**src/rtl/multi_channel_clock_divider.sv**
```systemverilog
`default_nettype none
// ============================================================================
// Module   : multi_channel_clock_divider
// Purpose  : NUM_CH independent flip-flop clock dividers running from clk_in.
//            Each channel has a runtime-programmable half-period, a glitch-free
//            run enable and responds to a shared phase-alignment strobe.
//            New half-periods take effect only at a toggle boundary (or
//            immediately on an idle channel), so no runt pulse is produced.
// Ports    : clk_in     - input clock, all logic on its rising edge
//            rst_n      - asynchronous active-low reset
//            en         - per-channel run enable
//            sync       - one-cycle phase-alignment strobe (all channels)
//            cfg_valid  - config write request
//            cfg_ready  - config write accepted when valid & ready
//            cfg_ch     - target channel of the config write
//            cfg_half   - new half-period in clk_in cycles
//            cfg_err    - one-cycle pulse: write rejected (half == 0)
//            clk_out    - divided clocks (registered)
//            rise_tick  - one-cycle pulse with each 0->1 edge of clk_out
//            pending    - shadow half-period waiting to be applied
// Revision : 1.0 - initial multi-channel release
// ============================================================================
module multi_channel_clock_divider #(
  parameter int NUM_CH       = 4,
  parameter int CNT_WIDTH    = 16,
  parameter int DEFAULT_HALF = 25,
  parameter int CH_W         = (NUM_CH > 1) ? $clog2(NUM_CH) : 1
) (
  input  logic                 clk_in,
  input  logic                 rst_n,
  input  logic [NUM_CH-1:0]    en,
  input  logic                 sync,
  input  logic                 cfg_valid,
  output logic                 cfg_ready,
  input  logic [CH_W-1:0]      cfg_ch,
  input  logic [CNT_WIDTH-1:0] cfg_half,
  output logic                 cfg_err,
  output logic [NUM_CH-1:0]    clk_out,
  output logic [NUM_CH-1:0]    rise_tick,
  output logic [NUM_CH-1:0]    pending
);

  localparam int                   c_ch_span      = 1 << CH_W;
  localparam logic [CNT_WIDTH-1:0] c_one          = CNT_WIDTH'(1);
  localparam logic [CNT_WIDTH-1:0] c_default_half = CNT_WIDTH'(DEFAULT_HALF);

  // pending widened to the full index range so cfg_ch can never index out of
  // bounds when NUM_CH is not a power of two.
  logic [c_ch_span-1:0] w_pend_pad;
  logic                 w_ch_ok;
  logic                 w_accept;
  logic                 w_zero_half;
  logic                 r_err;

  always_comb begin
    w_pend_pad             = '0;
    w_pend_pad[NUM_CH-1:0] = pending;
  end

  assign w_ch_ok     = (32'(cfg_ch) < 32'(NUM_CH));
  // A channel with a value already queued refuses further writes until the
  // queued value has been applied.
  assign cfg_ready   = rst_n & w_ch_ok & ~w_pend_pad[cfg_ch];
  assign w_accept    = cfg_valid & cfg_ready;
  assign w_zero_half = (cfg_half == '0);

  always_ff @(posedge clk_in or negedge rst_n) begin
    if (!rst_n) begin
      r_err <= 1'b0;
    end else begin
      r_err <= w_accept & w_zero_half;
    end
  end

  assign cfg_err = r_err;

  generate
    for (genvar i = 0; i < NUM_CH; i++) begin : g_ch
      logic [CNT_WIDTH-1:0] r_cnt;
      logic [CNT_WIDTH-1:0] r_half;
      logic [CNT_WIDTH-1:0] r_shadow;
      logic                 r_clk;
      logic                 r_rise;
      logic                 r_pend;
      logic                 w_wr;
      logic                 w_run;
      logic                 w_tc;

      assign w_wr  = w_accept & ~w_zero_half & (cfg_ch == CH_W'(i));
      // A disabled channel keeps counting while high so that the high phase
      // is never cut short; it stops once it has toggled back to 0.
      assign w_run = en[i] | r_clk;
      assign w_tc  = (r_cnt == (r_half - c_one));

      always_ff @(posedge clk_in or negedge rst_n) begin
        if (!rst_n) begin
          r_cnt    <= '0;
          r_half   <= c_default_half;
          r_shadow <= '0;
          r_clk    <= 1'b0;
          r_rise   <= 1'b0;
          r_pend   <= 1'b0;
        end else begin
          r_rise <= 1'b0;
          if (sync && w_run) begin
            // Phase alignment. A draining (disabled) channel is forced low
            // here; its queued value is applied on the following idle cycle.
            r_cnt <= '0;
            r_clk <= 1'b0;
            if (en[i] && r_pend) begin
              r_half <= r_shadow;
              r_pend <= 1'b0;
            end
            // A write landing with sync is queued, not applied by this sync.
            if (w_wr) begin
              r_shadow <= cfg_half;
              r_pend   <= 1'b1;
            end
          end else if (!w_run) begin
            // Idle: counter parked at 0, queued or direct writes apply now.
            r_cnt <= '0;
            if (r_pend) begin
              r_half <= r_shadow;
              r_pend <= 1'b0;
            end else if (w_wr) begin
              r_half <= cfg_half;
            end
          end else begin
            if (w_tc) begin
              // The toggle itself uses the old half; the new one governs
              // the phase that starts here.
              r_cnt  <= '0;
              r_clk  <= ~r_clk;
              r_rise <= ~r_clk;
              if (r_pend) begin
                r_half <= r_shadow;
                r_pend <= 1'b0;
              end
            end else begin
              r_cnt <= r_cnt + c_one;
            end
            if (w_wr) begin
              r_shadow <= cfg_half;
              r_pend   <= 1'b1;
            end
          end
        end
      end

      assign clk_out[i]   = r_clk;
      assign rise_tick[i] = r_rise;
      assign pending[i]   = r_pend;
    end
  endgenerate

endmodule
`default_nettype wire
```
**config.mk**
```make
export PLATFORM = sky130hd
export DESIGN_NAME = multi_channel_clock_divider
export DESIGN_NICKNAME = d
export VERILOG_FILES = /design/src/rtl/multi_channel_clock_divider.sv
export SDC_FILE = /design/constraint.sdc
export NUM_CORES = 1
export LEC_CHECK = 0
export CORE_MARGIN = 10
export CORE_UTILIZATION = 35
export DETAILED_ROUTE_END_ITERATION = 8
export MAX_ROUTING_LAYER = met4
export PLACE_DENSITY = 0.48
export SLEW_MARGIN = 30
export SYNTH_ARGS = -nofsm -noshare
export SYNTH_HDL_FRONTEND = slang
export SYNTH_SLANG_ARGS = --single-unit
```
**constraint.sdc**
```tcl
create_clock -name clk_in -period 4.9 [get_ports clk_in]
set_clock_uncertainty 0.15 [all_clocks]
set_input_delay 0.98 -clock clk_in [delete_from_list [all_inputs] [get_ports clk_in]]
set_output_delay 0.98 -clock clk_in [all_outputs]
set_load 0.01 [all_outputs]
```
==> reports/summary.txt <==
Crit Path Category: primary input to output port
Psw: 1510 µW
Core Region: 35800 µm²
Seq pwr share: 42.0%
register cell area after layout: 5140 µm²
Fill cells: 3554
io pins: 40
post-CTS setup buffers: 0
# clock sinks: 205
endpoints failing hold: 0
fin util: 40.6%
Rel. slew slack: 43.5%
Antenna Nets Post-Route: 0
CTS hold repair buffers: 0
Critical Path AT: 2800 ps
EDFF count, synth: 0
Peak VDD IR: 0.000225 V
Post-Route WL: 37.4 mm
Max Cap Viol: 0
Cell Pwr Density: 348 nW/µm²
average vias per placed instance: 5.75
initial antenna violation count: 1
first-iteration detailed-routing DRC count: 981
Min Hold Slack: 139 ps
slew of the pin with the lowest slew margin: 841 ps
cells after synthesis: 1372
Main synth FF type: dfrtp_1
wire per inst: 20.1 µm
Worst EP required: 3770 ps
fin crit period: 3930 ps
CTS tree: yes
post-synth cell types: 85
layout cells sized above 1: 15.0%
row count: 69
dpl cell area: 13700 µm²
post_cts resized: 0
Tcrit/Tclk final: 80.2%
first-pass GRT wire length: 60.1 mm
nets@finish: 1419
total internal power: 3560 µW
clk root buf: clkbuf_16
area taken by multi-input logic gates: 6900 µm²
async set-reset flop share out of synthesis: 100%
FF+latch count, synth: 205
number of global-route vias before repair: 10400
cell taking the most area after synthesis: dfrtp_1
die area: 44600 µm²
Sw Share: 29.8%
r2r startpoint: g_ch[0].r_half[1]$_DFFE_PN0P_
pin count of the biggest net entering global routing: 66
yosys warns: 0
Min-Delay Path Class: primary input to async pin
synthesized area per cell: 9.32 µm²
Max FO, Critical Path: 8
Port Buffers: 39
Remaining Overflow, GRT: 0
Die Span Y: 211 µm
DR vias: 10700
post-route setup TNS: 0 ps
sequential-to-total area share from yosys stat: 40.2%
Clock power frac: 38.7%
CP startpoint kind: primary input
Initial Utilization: 35.7%
Reg clk slew, reported paths: 60 ps
max frequency: 255 MHz
Comb pwr share: 19.3%
Synth area leaders: dfrtp_1, mux2_2, xnor2_1
Max Slew Vio Count: 0
Remaining DRCs: 0
Chip Width: 211 µm
H-tree levels: 1
syn_nets: 1406
CP startpoint: cfg_ch[1]
Final setup viols: 0
Num CTS Buffers: 26
Mapped Area: 12800 µm²
RD Place Congestion: 0.828
Max Buffers Root-to-Sink: 3
Yosys top cell area share: 37.8%
design area: 14600 µm²
total track usage: 17.2%
status: completed
Area Overhead vs Synth: 13.8%
Leak Pwr: 0.00604 µW
RSZ-0062 raised after global routing: no
clk_lat worst skew: 550 ps
Detail Placement HPWL: 25.6 mm
1st-pass router iterations: 6
type of destination of the critical path: output port
==> routing by layer <==
metal	track usage, %	share of wire (%)	vias up
li1	-	-	5090
met1	23.8	49	5374
met2	26.2	45	229
met3	2.31	4.1	40
met4	3.45	1.8	0
met5	-	0	-
==> cell usage in the layout, fill, tap and decap left out, types with 10 or more instances in the layout <==
master             n
and3_1            25
nand2_1           72
nor2b_1           11
nand4_1           12
or3_1             22
inv_1             71
nor3_1            22
mux2i_1           17
nand3_1           57
nand3b_1          14
a32o_1            17
a2111oi_0         16
nand2b_1          10
buf_4             52
nor4_1            43
clkbuf_16         27
or4_1             27
o21ai_0           34
or2_2             18
a311oi_1          20
a222oi_1          14
dfrtp_1          193
o221ai_1          16
xnor2_1           68
xor2_1            59
dfstp_2           12
o22ai_1           15
clkdlybuf4s50_1   37
nor2_1           134
mux2_2            67
a21o_1            15
a21oi_1           25
==> power groups by stage <==
stage / clock network, µW / logic, µW / registers [µW]
2_1_floorplan: 0 / 773 / 2040
5_1_grt: 2080 / 1100 / 2160
3_5_place_dp: 0 / 976 / 2160
6_report: 1960 / 979 / 2130
4_1_cts: 2010 / 982 / 2130
3_3_place_gp: 0 / 964 / 2150
==> through the flow <==
| stage | cells | setup slack, ps | total power (µW) |
|---|---|---|---|
| after floorplan | 1372 | 1300 | 2820 |
| final | 1866 | 973 | 5070 |
| after global placement | 1818 | 932 | 3120 |
| after global routing | 1865 | 622 | 5340 |
| after detailed placement | 1818 | 898 | 3130 |
| after CTS | 1865 | 926 | 5120 |
==> worst max-delay path, stage by stage <==
cell and delay, ps:
clkdlybuf4s50_1 540, nor2_1 250, a21oi_1 60, o21ai_0 200, and2_1 210, clkdlybuf4s50_1 550
==> cells in the mapped netlist, types with 12 or more instances <==
cell / count
nor3_1: 23
nand4_1: 12
or4_1: 27
nor4_1: 44
o22ai_1: 15
o21ai_0: 34
a311oi_1: 20
xnor2_1: 68
clkbuf_1: 78
mux2_2: 67
inv_1: 71
a21oi_1: 25
a21o_1: 15
nor2_1: 135
and3_1: 25
buf_4: 12
mux2i_1: 17
a32o_1: 17
a222oi_1: 14
or3_1: 22
a2111oi_0: 16
nand3b_1: 14
or2_2: 18
xor2_1: 59
dfstp_2: 12
nand3_1: 57
o221ai_1: 16
nand2_1: 72
dfrtp_1: 193
==> path summary, 6_finish.rpt <==
kind | end | slack, ps | depth (start not counted)
max | cfg_ready | 970 | 6
min | g_ch[1].r_half[11]$_DFFE_PN0P_ | 140 | 1
max reg2reg | g_ch[0].r_cnt[13]$_DFF_PN0_ | 1010 | 9
min reg2reg | g_ch[2].r_shadow[9]$_DFFE_PN0P_ | 350 | 1
max in group asynchronous | g_ch[0].r_cnt[2]$_DFF_PN0_ | 2800 | 3
min in group clk_in | g_ch[2].r_shadow[9]$_DFFE_PN0P_ | 350 | 1
==> cell families (layout without fill, tap and decap cells) <==
group,after synthesis,count (layout),synth area share [%]
AO/OA/AOI/OAI,267,267,16.4
XOR/XNOR,127,127,8.70
adder cells (fa/ha/maj),8,8,0.783
buffers and inverters,179,211,5.93
flip-flops,205,205,40.2
multiplexers,84,84,7.23
other,0,1,0
AND/OR/NAND/NOR,502,502,20.8
==> area by class of cell <==
class,instances,share of cell area [%]
multi-input combinational,988,47.4
sequential,205,35.3
timing repair buffer,92,5.44
clock buffer,41,5.41
tap,461,3.96
inverter,72,1.86
clock inverter,6,0.550
antenna,1,0.0172
==> flip-flops by register name, summed over array words and instances (netlist names) <==
name / cells
cfg_err: 1
g_ch.r_clk: 4
g_ch.r_cnt: 64
g_ch.r_half: 64
g_ch.r_pend: 4
g_ch.r_rise: 4
g_ch.r_shadow: 64
Power figures use the tool's default switching activity.
